--- config.mk ---
export PLATFORM = sky130hd
export DESIGN_NAME = knap_gray_enumerator_flat
export DESIGN_NICKNAME = d
export VERILOG_FILES = /design/src/rtl/knap_pkg.sv /design/src/rtl/knap_gray_enumerator_if.sv /design/src/rtl/knap_gray_step.sv /design/src/rtl/knap_gray_enumerator.sv /design/src/flat_wrapper.sv
export SDC_FILE = /design/constraint.sdc
export NUM_CORES = 1
export LEC_CHECK = 0
export CAP_MARGIN = 10
export CORE_MARGIN = 4
export CORE_UTILIZATION = 30
export DETAILED_ROUTE_END_ITERATION = 12
export PLACE_DENSITY_LB_ADDON = 0.2
export SLEW_MARGIN = 20
export SYNTH_ARGS = -nofsm -noshare
export SYNTH_HDL_FRONTEND = slang
export SYNTH_SLANG_ARGS = --single-unit
export TNS_END_PERCENT = 100
--- constraint.sdc ---
create_clock -name clk -period 5.81 [get_ports clk]
set_clock_uncertainty 0.1 [all_clocks]
set_input_delay 0.8715 -clock clk [delete_from_list [all_inputs] [get_ports clk]]
set_output_delay 0.8715 -clock clk [all_outputs]
set_load 0.03 [all_outputs]
--- src/rtl/knap_pkg.sv ---
// Shared constants, item tables and FSM state type for the Gray-code knapsack enumerator.
package knap_pkg;

  localparam int N_ITEMS = 16;
  localparam int W       = 8;
  localparam int ACC_W   = W + $clog2(N_ITEMS);
  localparam int POS_W   = $clog2(N_ITEMS);

  localparam logic [ACC_W-1:0] MIN_VALUE_DEF  = ACC_W'(120);
  localparam logic [ACC_W-1:0] MAX_WEIGHT_DEF = ACC_W'(60);
  localparam logic [ACC_W-1:0] MAX_VOLUME_DEF = ACC_W'(60);

  // Element k of each table belongs to item k (mask bit k).
  localparam logic [W-1:0] VALUE_TAB [N_ITEMS] =
    '{8'd4, 8'd8, 8'd0, 8'd20, 8'd10, 8'd12, 8'd18, 8'd14,
      8'd6, 8'd15, 8'd30, 8'd8, 8'd16, 8'd18, 8'd18, 8'd14};
  localparam logic [W-1:0] WEIGHT_TAB [N_ITEMS] =
    '{8'd28, 8'd8, 8'd27, 8'd18, 8'd27, 8'd28, 8'd6, 8'd1,
      8'd20, 8'd0, 8'd5, 8'd13, 8'd8, 8'd14, 8'd22, 8'd12};
  localparam logic [W-1:0] VOLUME_TAB [N_ITEMS] =
    '{8'd27, 8'd27, 8'd4, 8'd4, 8'd0, 8'd24, 8'd4, 8'd20,
      8'd12, 8'd15, 8'd5, 8'd2, 8'd9, 8'd28, 8'd19, 8'd18};

  typedef enum logic [1:0] {IDLE, INIT, RUN, DONE} state_t;

  function automatic logic [N_ITEMS-1:0] gray_of(input logic [N_ITEMS-1:0] idx);
    return idx ^ (idx >> 1);
  endfunction

endpackage

--- src/rtl/knap_gray_enumerator_if.sv ---
// Solution stream from the enumerator to its consumer.
interface knap_gray_enumerator_if;
  import knap_pkg::*;

  // A beat transfers on a clock edge where sol_valid && sol_ready. While
  // sol_valid is high and sol_ready low, mask and value hold stable; valid
  // never depends on ready, and ready is ignored while valid is low.
  logic               sol_valid;
  logic               sol_ready;
  logic [N_ITEMS-1:0] sol_mask;
  logic [ACC_W-1:0]   sol_value;

  modport master (output sol_valid, output sol_mask, output sol_value, input sol_ready);
  modport slave  (input sol_valid, input sol_mask, input sol_value, output sol_ready);

endinterface

--- src/rtl/knap_gray_step.sv ---
// Gray-code step: which mask bit flips when moving from idx to idx+1, and in which direction.
module knap_gray_step
  import knap_pkg::*;
(
  input  logic [N_ITEMS-1:0] i_idx,
  output logic [POS_W-1:0]   o_flip_pos,
  output logic               o_flip_up
);

  logic [N_ITEMS-1:0] w_next;
  logic [N_ITEMS-1:0] w_gray;
  logic [POS_W-1:0]   w_pos;

  assign w_next = i_idx + N_ITEMS'(1);
  assign w_gray = gray_of(i_idx);

  // Scanning downward leaves the lowest set bit: the trailing-zero count of idx+1.
  always_comb begin
    w_pos = '0;
    for (int i = N_ITEMS - 1; i >= 0; i--) begin
      if (w_next[i]) w_pos = POS_W'(i);
    end
  end

  assign o_flip_pos = w_pos;
  assign o_flip_up  = ~w_gray[w_pos];

endmodule

--- src/rtl/knap_gray_enumerator.sv ---
// Walks all selection masks in Gray order with running totals and streams the feasible ones.
module knap_gray_enumerator
  import knap_pkg::*;
#(
  parameter logic [ACC_W-1:0] MIN_VALUE  = MIN_VALUE_DEF,
  parameter logic [ACC_W-1:0] MAX_WEIGHT = MAX_WEIGHT_DEF,
  parameter logic [ACC_W-1:0] MAX_VOLUME = MAX_VOLUME_DEF
) (
  input  logic                   clk,
  input  logic                   rst,
  input  logic                   start,
  output logic                   busy,
  output logic                   done,
  knap_gray_enumerator_if.master sol,
  output logic [N_ITEMS:0]       sol_count,
  output logic [N_ITEMS-1:0]     best_mask,
  output logic [ACC_W-1:0]       best_value,
  output state_t                 dbg_state
);

  state_t             r_state;
  logic [N_ITEMS-1:0] r_idx;
  logic [N_ITEMS-1:0] r_mask;
  logic [ACC_W-1:0]   r_val;
  logic [ACC_W-1:0]   r_wt;
  logic [ACC_W-1:0]   r_vol;
  logic [N_ITEMS:0]   r_count;
  logic [N_ITEMS-1:0] r_best_mask;
  logic [ACC_W-1:0]   r_best_value;
  logic               r_busy;
  logic               r_done;

  logic [POS_W-1:0]   w_flip_pos;
  logic               w_flip_up;
  logic               w_feasible;
  logic               w_advance;
  logic               w_last;
  logic [ACC_W-1:0]   w_item_val;
  logic [ACC_W-1:0]   w_item_wt;
  logic [ACC_W-1:0]   w_item_vol;

  knap_gray_step u_step (
    .i_idx      (r_idx),
    .o_flip_pos (w_flip_pos),
    .o_flip_up  (w_flip_up)
  );

  assign w_item_val = ACC_W'(VALUE_TAB[w_flip_pos]);
  assign w_item_wt  = ACC_W'(WEIGHT_TAB[w_flip_pos]);
  assign w_item_vol = ACC_W'(VOLUME_TAB[w_flip_pos]);

  // Feasibility is judged purely from the registered totals of the current mask.
  assign w_feasible = (r_val >= MIN_VALUE) && (r_wt <= MAX_WEIGHT) && (r_vol <= MAX_VOLUME);
  assign w_advance  = (r_state == RUN) && (!w_feasible || sol.sol_ready);
  assign w_last     = &r_idx;

  always_ff @(posedge clk) begin
    if (rst) begin
      r_state      <= IDLE;
      r_idx        <= '0;
      r_mask       <= '0;
      r_val        <= '0;
      r_wt         <= '0;
      r_vol        <= '0;
      r_count      <= '0;
      r_best_mask  <= '0;
      r_best_value <= '0;
      r_busy       <= 1'b0;
      r_done       <= 1'b0;
    end else begin
      case (r_state)
        IDLE: begin
          if (start) begin
            r_state <= INIT;
            r_busy  <= 1'b1;
          end
        end
        INIT: begin
          r_idx        <= '0;
          r_mask       <= '0;
          r_val        <= '0;
          r_wt         <= '0;
          r_vol        <= '0;
          r_count      <= '0;
          r_best_mask  <= '0;
          r_best_value <= '0;
          r_state      <= RUN;
        end
        RUN: begin
          if (w_advance) begin
            if (w_feasible) begin
              r_count <= r_count + (N_ITEMS + 1)'(1);
              // Strict compare keeps the earliest mask on a value tie.
              if (r_val > r_best_value) begin
                r_best_value <= r_val;
                r_best_mask  <= r_mask;
              end
            end
            if (w_last) begin
              r_state <= DONE;
              r_busy  <= 1'b0;
              r_done  <= 1'b1;
            end else begin
              r_idx              <= r_idx + N_ITEMS'(1);
              r_mask[w_flip_pos] <= w_flip_up;
              if (w_flip_up) begin
                r_val <= r_val + w_item_val;
                r_wt  <= r_wt + w_item_wt;
                r_vol <= r_vol + w_item_vol;
              end else begin
                r_val <= r_val - w_item_val;
                r_wt  <= r_wt - w_item_wt;
                r_vol <= r_vol - w_item_vol;
              end
            end
          end
        end
        DONE: begin
          r_done  <= 1'b0;
          r_state <= IDLE;
        end
        default: r_state <= IDLE;
      endcase
    end
  end

  assign sol.sol_valid = (r_state == RUN) && w_feasible;
  assign sol.sol_mask  = r_mask;
  assign sol.sol_value = r_val;

  assign busy       = r_busy;
  assign done       = r_done;
  assign sol_count  = r_count;
  assign best_mask  = r_best_mask;
  assign best_value = r_best_value;
  assign dbg_state  = r_state;

endmodule

--- src/flat_wrapper.sv ---
// flat-port wrapper written by rule: the top's interface ports become plain ports
module knap_gray_enumerator_flat import knap_pkg::*;
#(
  parameter logic [ACC_W-1:0] MIN_VALUE  = MIN_VALUE_DEF,
  parameter logic [ACC_W-1:0] MAX_WEIGHT = MAX_WEIGHT_DEF,
  parameter logic [ACC_W-1:0] MAX_VOLUME = MAX_VOLUME_DEF
)
  (clk, rst, start, busy, done, sol_count, best_mask, best_value, dbg_state, sol_sol_valid, sol_sol_mask, sol_sol_value, sol_sol_ready);
  knap_gray_enumerator_if sol_i ();
  input  logic clk;
  input  logic rst;
  input  logic start;
  output logic busy;
  output logic done;
  output logic [N_ITEMS:0] sol_count;
  output logic [N_ITEMS-1:0] best_mask;
  output logic [ACC_W-1:0] best_value;
  output state_t dbg_state;
  output wire logic [$bits(sol_i.sol_valid)-1:0] sol_sol_valid;
  output wire logic [$bits(sol_i.sol_mask)-1:0] sol_sol_mask;
  output wire logic [$bits(sol_i.sol_value)-1:0] sol_sol_value;
  input wire logic [$bits(sol_i.sol_ready)-1:0] sol_sol_ready;
  assign sol_sol_valid = sol_i.sol_valid;
  assign sol_sol_mask = sol_i.sol_mask;
  assign sol_sol_value = sol_i.sol_value;
  assign sol_i.sol_ready = sol_sol_ready;
  knap_gray_enumerator #(.MIN_VALUE(MIN_VALUE), .MAX_WEIGHT(MAX_WEIGHT), .MAX_VOLUME(MAX_VOLUME)) u_core (.clk(clk), .rst(rst), .start(start), .busy(busy), .done(done), .sol(sol_i), .sol_count(sol_count), .best_mask(best_mask), .best_value(best_value), .dbg_state(dbg_state));
endmodule
After elaboration in Yosys (flattened, before gate mapping)
Memories as Yosys holds them, arrays and structs flattened.
Index checks and enable logic that the tools add are counted.
{ "word_totals": {"register_bits": 117, "rom_bits": 384, "inputBits": 4, "output_inout_bits": 78, "word_cells": 126, "memories": 3} }
{ "op_classes": {"addsub": 8, "n_lt_le_gt_ge": 7, "n_eq_ne": 9, "muxes": 67, "bitwise_logic": 3, "reduce_logical": 18} }
{ "memory_table": {"columns": ["memory", "depth", "word_bits", "read_ports", "rd_clocked_by_memory_dff", "write_ports", "line", "rtl"], "rows": [
  ["(name not given)", 16, 8, 1, 0, 0, "knap_gray_enumerator.sv:49", "assign w_item_wt = ACC_W'(WEIGHT_TAB[w_flip_pos]);"],
  ["(name not given)", 16, 8, 1, 0, 0, "knap_gray_enumerator.sv:50", "assign w_item_vol = ACC_W'(VOLUME_TAB[w_flip_pos]);"],
  ["(name not given)", 16, 8, 1, 0, 0, "knap_gray_enumerator.sv:48", "assign w_item_val = ACC_W'(VALUE_TAB[w_flip_pos]);"]
]} }
{ "ops": {"columns": ["cell", "n"], "rows": [
  ["$mux 12", 12],
  ["$mux 16", 7],
  ["$pmux 12 s2", 4],
  ["$pmux 16 s2", 3],
  ["$mux 4", 16],
  ["$mux 8", 6],
  ["$add 12x8->12", 3],
  ["$sub 12x8->12", 3],
  ["$mux 17", 2],
  ["$pmux 17 s2", 1],
  ["$le 12x6->1 const B", 2],
  ["$add 17x1->17 const B", 1],
  ["$add 16x1->16 const B", 1],
  ["$bwmux 16", 1],
  ["$reduce_and 16->1", 1],
  ["$xor 16x15->16", 1],
  ["$ge 12x7->1 const B", 1],
  ["$gt 12x12->1", 1],
  ["$reduce_and 3->1", 4],
  ["$pmux 2 s4", 1],
  ["$reduce_and 4->1", 2],
  ["$mux 1", 7],
  ["$mux 2", 3],
  ["$ne 2x1->1 const B", 3],
  ["other kinds (16)", 26]
]} }

Depth between registers and ports, before layout
{ "logic_depth": {"word_depth": 26, "depth_mapped": 30, "depth_no_buf": 27} }

Hierarchy
A second synthesis with hierarchy kept.
{ "unflattened": {"cells_unflattened": 1055, "hier_area_um2": 8458.1} }
{ "modules_own_cells": {"columns": ["mod", "n_inst", "cells_each", "area_each_um2", "seq_area_each_um2"], "rows": [
  ["knap_gray_enumerator", 1, 923, 7437.1, 2342.2],
  ["knap_gray_step", 1, 132, 1021.0, 0.0]
]} }

Worst setup path after synthesis
No wires, ideal clock.
{ "synth_timing": {"path_kind": "reg-to-reg", "start": "reg u_core.r_idx[2]", "end": "reg u_core.r_val[11], in the netlist u_core.sol.sol_value[11]", "setup_time_ns": 0.074, "arrival_ns": 5.833, "required_ns": 5.636, "slack_ns": -0.197, "stages_incl_launch_ff": 29, "n_path_buf": 5, "synth_period_minus_slack_ns": 6.007, "cell_sequence": "dfxtp_1 ha_1 buf_2 nand4_4 xnor2_1 or3_4 a221o_1 or2_1 buf_4 buf_6 a311oi_1 or4_4 buf_2 buf_2 nor2_1 a21oi_1 inv_1 ha_1 nor2b_1 o21ai_0 a21oi_1 o21ai_0 nand2b_1 a21oi_1 o221ai_1 o41a_1 and3_1 or4_1 a31oi_1"} }
{ "synth_between": {"elab_chain_len": 26, "elab_cells_between_ends": 33, "cone_classes": "add/sub: 3; eq/ne: 1; mux: 24; bitwise: 2; reduce/logical: 2; memory: 1"} }
{ "synth_rtl": {"columns": ["element", "line", "rtl"], "rows": [
  ["start, declared", "knap_gray_enumerator.sv:22", "logic [N_ITEMS-1:0] r_idx;"],
  ["start signal, assigned", "knap_gray_enumerator.sv:104", "r_idx <= r_idx + N_ITEMS'(1);"],
  ["$add 16x1->16", "knap_gray_step.sv:14", "assign w_next = i_idx + N_ITEMS'(1);"],
  ["$mux 4 (16 in a row)", "knap_gray_step.sv:21", "if (w_next[i]) w_pos = POS_W'(i);"],
  ["$not 4->5 (not written as such)", "knap_gray_enumerator.sv:48", null],
  ["$mem_v2 16x8", null, null],
  ["$mux 8 (not written as such) (2 in a row)", "knap_gray_enumerator.sv:48", null],
  ["$add 12x8->12 / $sub 12x8->12 (equally long branches)", "knap_gray_enumerator.sv:107, knap_gray_enumerator.sv:111", null],
  ["$mux 12", "knap_gray_enumerator.sv:106", "if (w_flip_up) begin"],
  ["$mux 12", "knap_gray_enumerator.sv:99", "if (w_last) begin"],
  ["$mux 12", "knap_gray_enumerator.sv:90", "if (w_advance) begin"],
  ["$pmux 12 s2", "knap_gray_enumerator.sv:71", "case (r_state)"],
  ["end signal, assigned", "knap_gray_enumerator.sv:107", "r_val <= r_val + w_item_val;"],
  ["end signal, assigned", "knap_gray_enumerator.sv:111", "r_val <= r_val - w_item_val;"],
  ["end, declared", "knap_gray_enumerator.sv:24", "logic [ACC_W-1:0] r_val;"]
]} }
Parallel ways exist; a longest one is shown, timed or not. The select of a mux whose other input is x is not followed.
A chain may end at the register's enable or synchronous reset.

Final worst setup path
{ "layout_timing": {"start": "reg u_core.r_idx[7]", "end": "reg u_core.r_val[11], in the netlist u_core.sol.sol_value[11]"} }
Same word-level chain as after synthesis.

==> reports/results.tsv <==
metric	value	unit
number of synthesized flops with an enable pin	0	
Slew @ Worst Pin	1.08	ns
Tot Pwr	0.00337	W
fin cells	1569	
first-pass GRT wire length	40600	um
Top Ports	82	
largest net degree at the start of global routing	73	
fin. max-slew vios	0	
Die Y	173	um
n_diodes	0	
share of cells above drive strength 1	21.3	%
crit path kind	reg2reg	
status	completed	
Rel. slew slack	28.3	%
Worst Path Max Fanout	8	
fin crit share	95.6	%
die area	0.0299	mm^2
CTS tree	done	
die extent in x	173	um
initial antenna violation count	0	
Synth async-reset ratio	0	%
Max Buffers Root-to-Sink	2	
PD cells	302	mW/mm^2
clock insertion delay at the later pin of the skew report	0.43	ns
Post-Syn Area	0.00815	mm^2
Core ar.	0.0268	mm^2
Min-Delay Path Class	reg2reg	
Critical Path End Type	register	
clk slew on worst S/H paths	0.07	ns
sequential share of the synthesized area	28.8	%
dpl cells	1516	
Overflow after GRT	0	
initial core utilization	30.4	%
DR vias/cell	5.14	
Fmax	180	MHz
yosys synthesis warning count	0	
WL/cell	15.9	um
cell area after layout	0.0112	mm^2
min cycle time layout	5.55	ns
Most used DFF post-synth	dfxtp_1	
gpl congestion	0.879	
Sink Count	117	
Syn Area/Cell	7.83	um^2
Detail Route Antenna Nets	0	
routed vias	8071	
number of global-route vias before repair	7692	
Hold Violations, Final	0	
synthesized flop and latch total	117	
crit path DAT	5.79	ns
Yosys cell types	78	
Final #Nets	1301	
# port buffers	81	
routed wire length	24900	um
GRT Overall Usage	16.3	%
Max Cap Violations	0	
maximum VDD drop	0.208	mV
H-tree Lvls	4	
unrepaired setup endpoints after global routing	true	
DRT Pass-1 Iters	5	
cts hold-fix bufs	0	
CP Launch Type	register	
clk root buf	clkbuf_16	
area added between synthesis and finish	36.9	%
worst path required time	6.05	ns
hpwl dp	17500	um
dpl cell area	0.00998	mm^2
initial DRC count	392	
hold slack	0.385	ns
DRC Markers	0	
Lkg Pwr	4.51	nW
post-synth net total	1126	
Inserted Clock Buffers	17	
endpoints failing setup	0	
Mapped Cells	1040	
Row Count	60	
layer usage:
metal	vias to the layer above	GRT usage [%]	wire length [um]
li1	4101	-	-
met3	29	3.17	755
met2	130	27.1	11600
met4	0	3.59	397
met5	-	0	0
met1	3811	21.9	12200
through the flow:
step           setup TNS, ns  utilization, %  setup slack (ns)
6_report                   0            41.6             0.258
5_1_grt               -0.195            41.6            -0.139
4_1_cts                    0            39.8            0.0220
3_5_place_dp          -0.262            37.2            -0.140
3_3_place_gp          -0.118            37.2           -0.0654
2_1_floorplan              0               -           0.00539
cell type report:
| class | instances | area (um^2) |
|---|---|---|
| clock buffers | 20 | 467 |
| clock inverters | 12 | 143 |
| fillers | 2697 | 15600 |
| inverters | 68 | 258 |
| multi-input cells | 802 | 5690 |
| flip-flops and latches | 117 | 2370 |
| well taps | 341 | 427 |
| repair buffers | 209 | 1790 |
final timing paths:
check	start	endpoint	slack (ns)	depth (start not counted)
max	u_core.r_idx[7]$_SDFFE_PP0P_	u_core.sol.sol_value[11]$_SDFFE_PP0P_	0.26	25
max reg2reg	u_core.r_idx[7]$_SDFFE_PP0P_	u_core.sol.sol_value[11]$_SDFFE_PP0P_	0.26	25
min	u_core.r_vol[2]$_SDFFE_PP0P_	u_core.r_vol[2]$_SDFFE_PP0P_	0.39	2
min reg2reg	u_core.r_vol[2]$_SDFFE_PP0P_	u_core.r_vol[2]$_SDFFE_PP0P_	0.39	2
kinds of logic (layout without fill, tap and decap cells):
logic type | Yosys count | after routing | synth area share (%)
compound gates | 274 | 274 | 21.9
xor+xnor | 41 | 41 | 4.41
fa+ha+maj | 82 | 82 | 12.9
buf+inv | 121 | 309 | 6.08
flops | 117 | 117 | 28.8
mux | 18 | 18 | 2.23
simple gates | 387 | 387 | 23.7
critical path, stage by stage (launching register included):
cell and delay (ns):
dfxtp_4 0.38, ha_2 0.19, buf_4 0.13, nand2_1 0.08, o21a_4 0.23, o41ai_4 0.36, a211oi_2 0.13, a21o_1 0.22
buf_6 0.16, a211oi_2 0.24, a311oi_2 0.08, or4_4 0.64, a21oi_4 0.19, inv_1 0.05, ha_1 0.25, nor2b_1 0.15
o21ai_2 0.17, a21oi_2 0.09, o21ai_2 0.14, nand2b_1 0.10, a21oi_2 0.17, o221ai_2 0.12, o41a_1 0.33, and3_1 0.19
or4_1 0.39, a31oi_1 0.16
power breakdown:
group          internal, W  total [W]  switching [W]
logic             0.000508    0.00137       0.000864
registers         0.000848   0.000898      0.0000500
clock network     0.000673    0.00110       0.000428
total              0.00203    0.00337        0.00134
Yosys cell counts (12+ instances only):
master    instances  area, um^2
nor2_1          126         473
nor3_1           30         150
inv_1            66         248
a31oi_1          22         138
xor2_1           18         158
a22oi_1          30         225
nand4_1          12        75.1
and3_1           19         119
a21oi_1          72         360
ha_1             79         988
or3_1            20         125
mux2i_1          17         170
clkbuf_1         38         143
o21ai_0          60         300
dfxtp_1         117        2340
nand3_1          36         180
xnor2_1          23         201
nand2_1          80         300
state kept, by name (all words and copies together) (netlist names):
| register | count |
|---|---|
| u_core.sol_count | 17 |
| u_core.best_mask | 16 |
| u_core.r_idx | 16 |
| u_core.sol.sol_mask | 16 |
| u_core.best_value | 12 |
| u_core.r_vol | 12 |
| u_core.r_wt | 12 |
| u_core.sol.sol_value | 12 |
| u_core.dbg_state | 2 |
| u_core.busy | 1 |
| u_core.done | 1 |
layout by cell type, fill, tap and decap left out, types with 7 or more instances in the layout:
cell type / Yosys / final
o21ai_1: 1 / 17
a22oi_1: 30 / 30
clkbuf_16: 0 / 17
buf_4: 3 / 123
or3_1: 20 / 18
a211oi_2: 3 / 7
xor2_1: 18 / 17
nor2b_1: 7 / 7
and3_1: 19 / 16
o21ai_0: 60 / 40
nand4_1: 12 / 12
a31oi_1: 22 / 22
dfxtp_4: 0 / 7
xnor2_1: 23 / 22
mux2i_1: 17 / 16
clkdlybuf4s50_1: 0 / 80
ha_1: 79 / 65
nand2_1: 80 / 80
inv_1: 66 / 66
a211oi_1: 11 / 7
nand3_1: 36 / 32
nor3_1: 30 / 27
a21oi_1: 72 / 64
a21o_1: 11 / 11
ha_4: 0 / 8
dfxtp_1: 117 / 105
nand2b_1: 11 / 11
a21oi_2: 1 / 8
nor2_1: 126 / 124
repair_timing:
action | in CTS | in global routing
buffers inserted | 6 | 15
endpoints found under the setup margin | 5 | 14
pin swaps | 2 | 28
resized for setup | 12 | 104
Note: power is estimated with default switching activity, not from simulation.
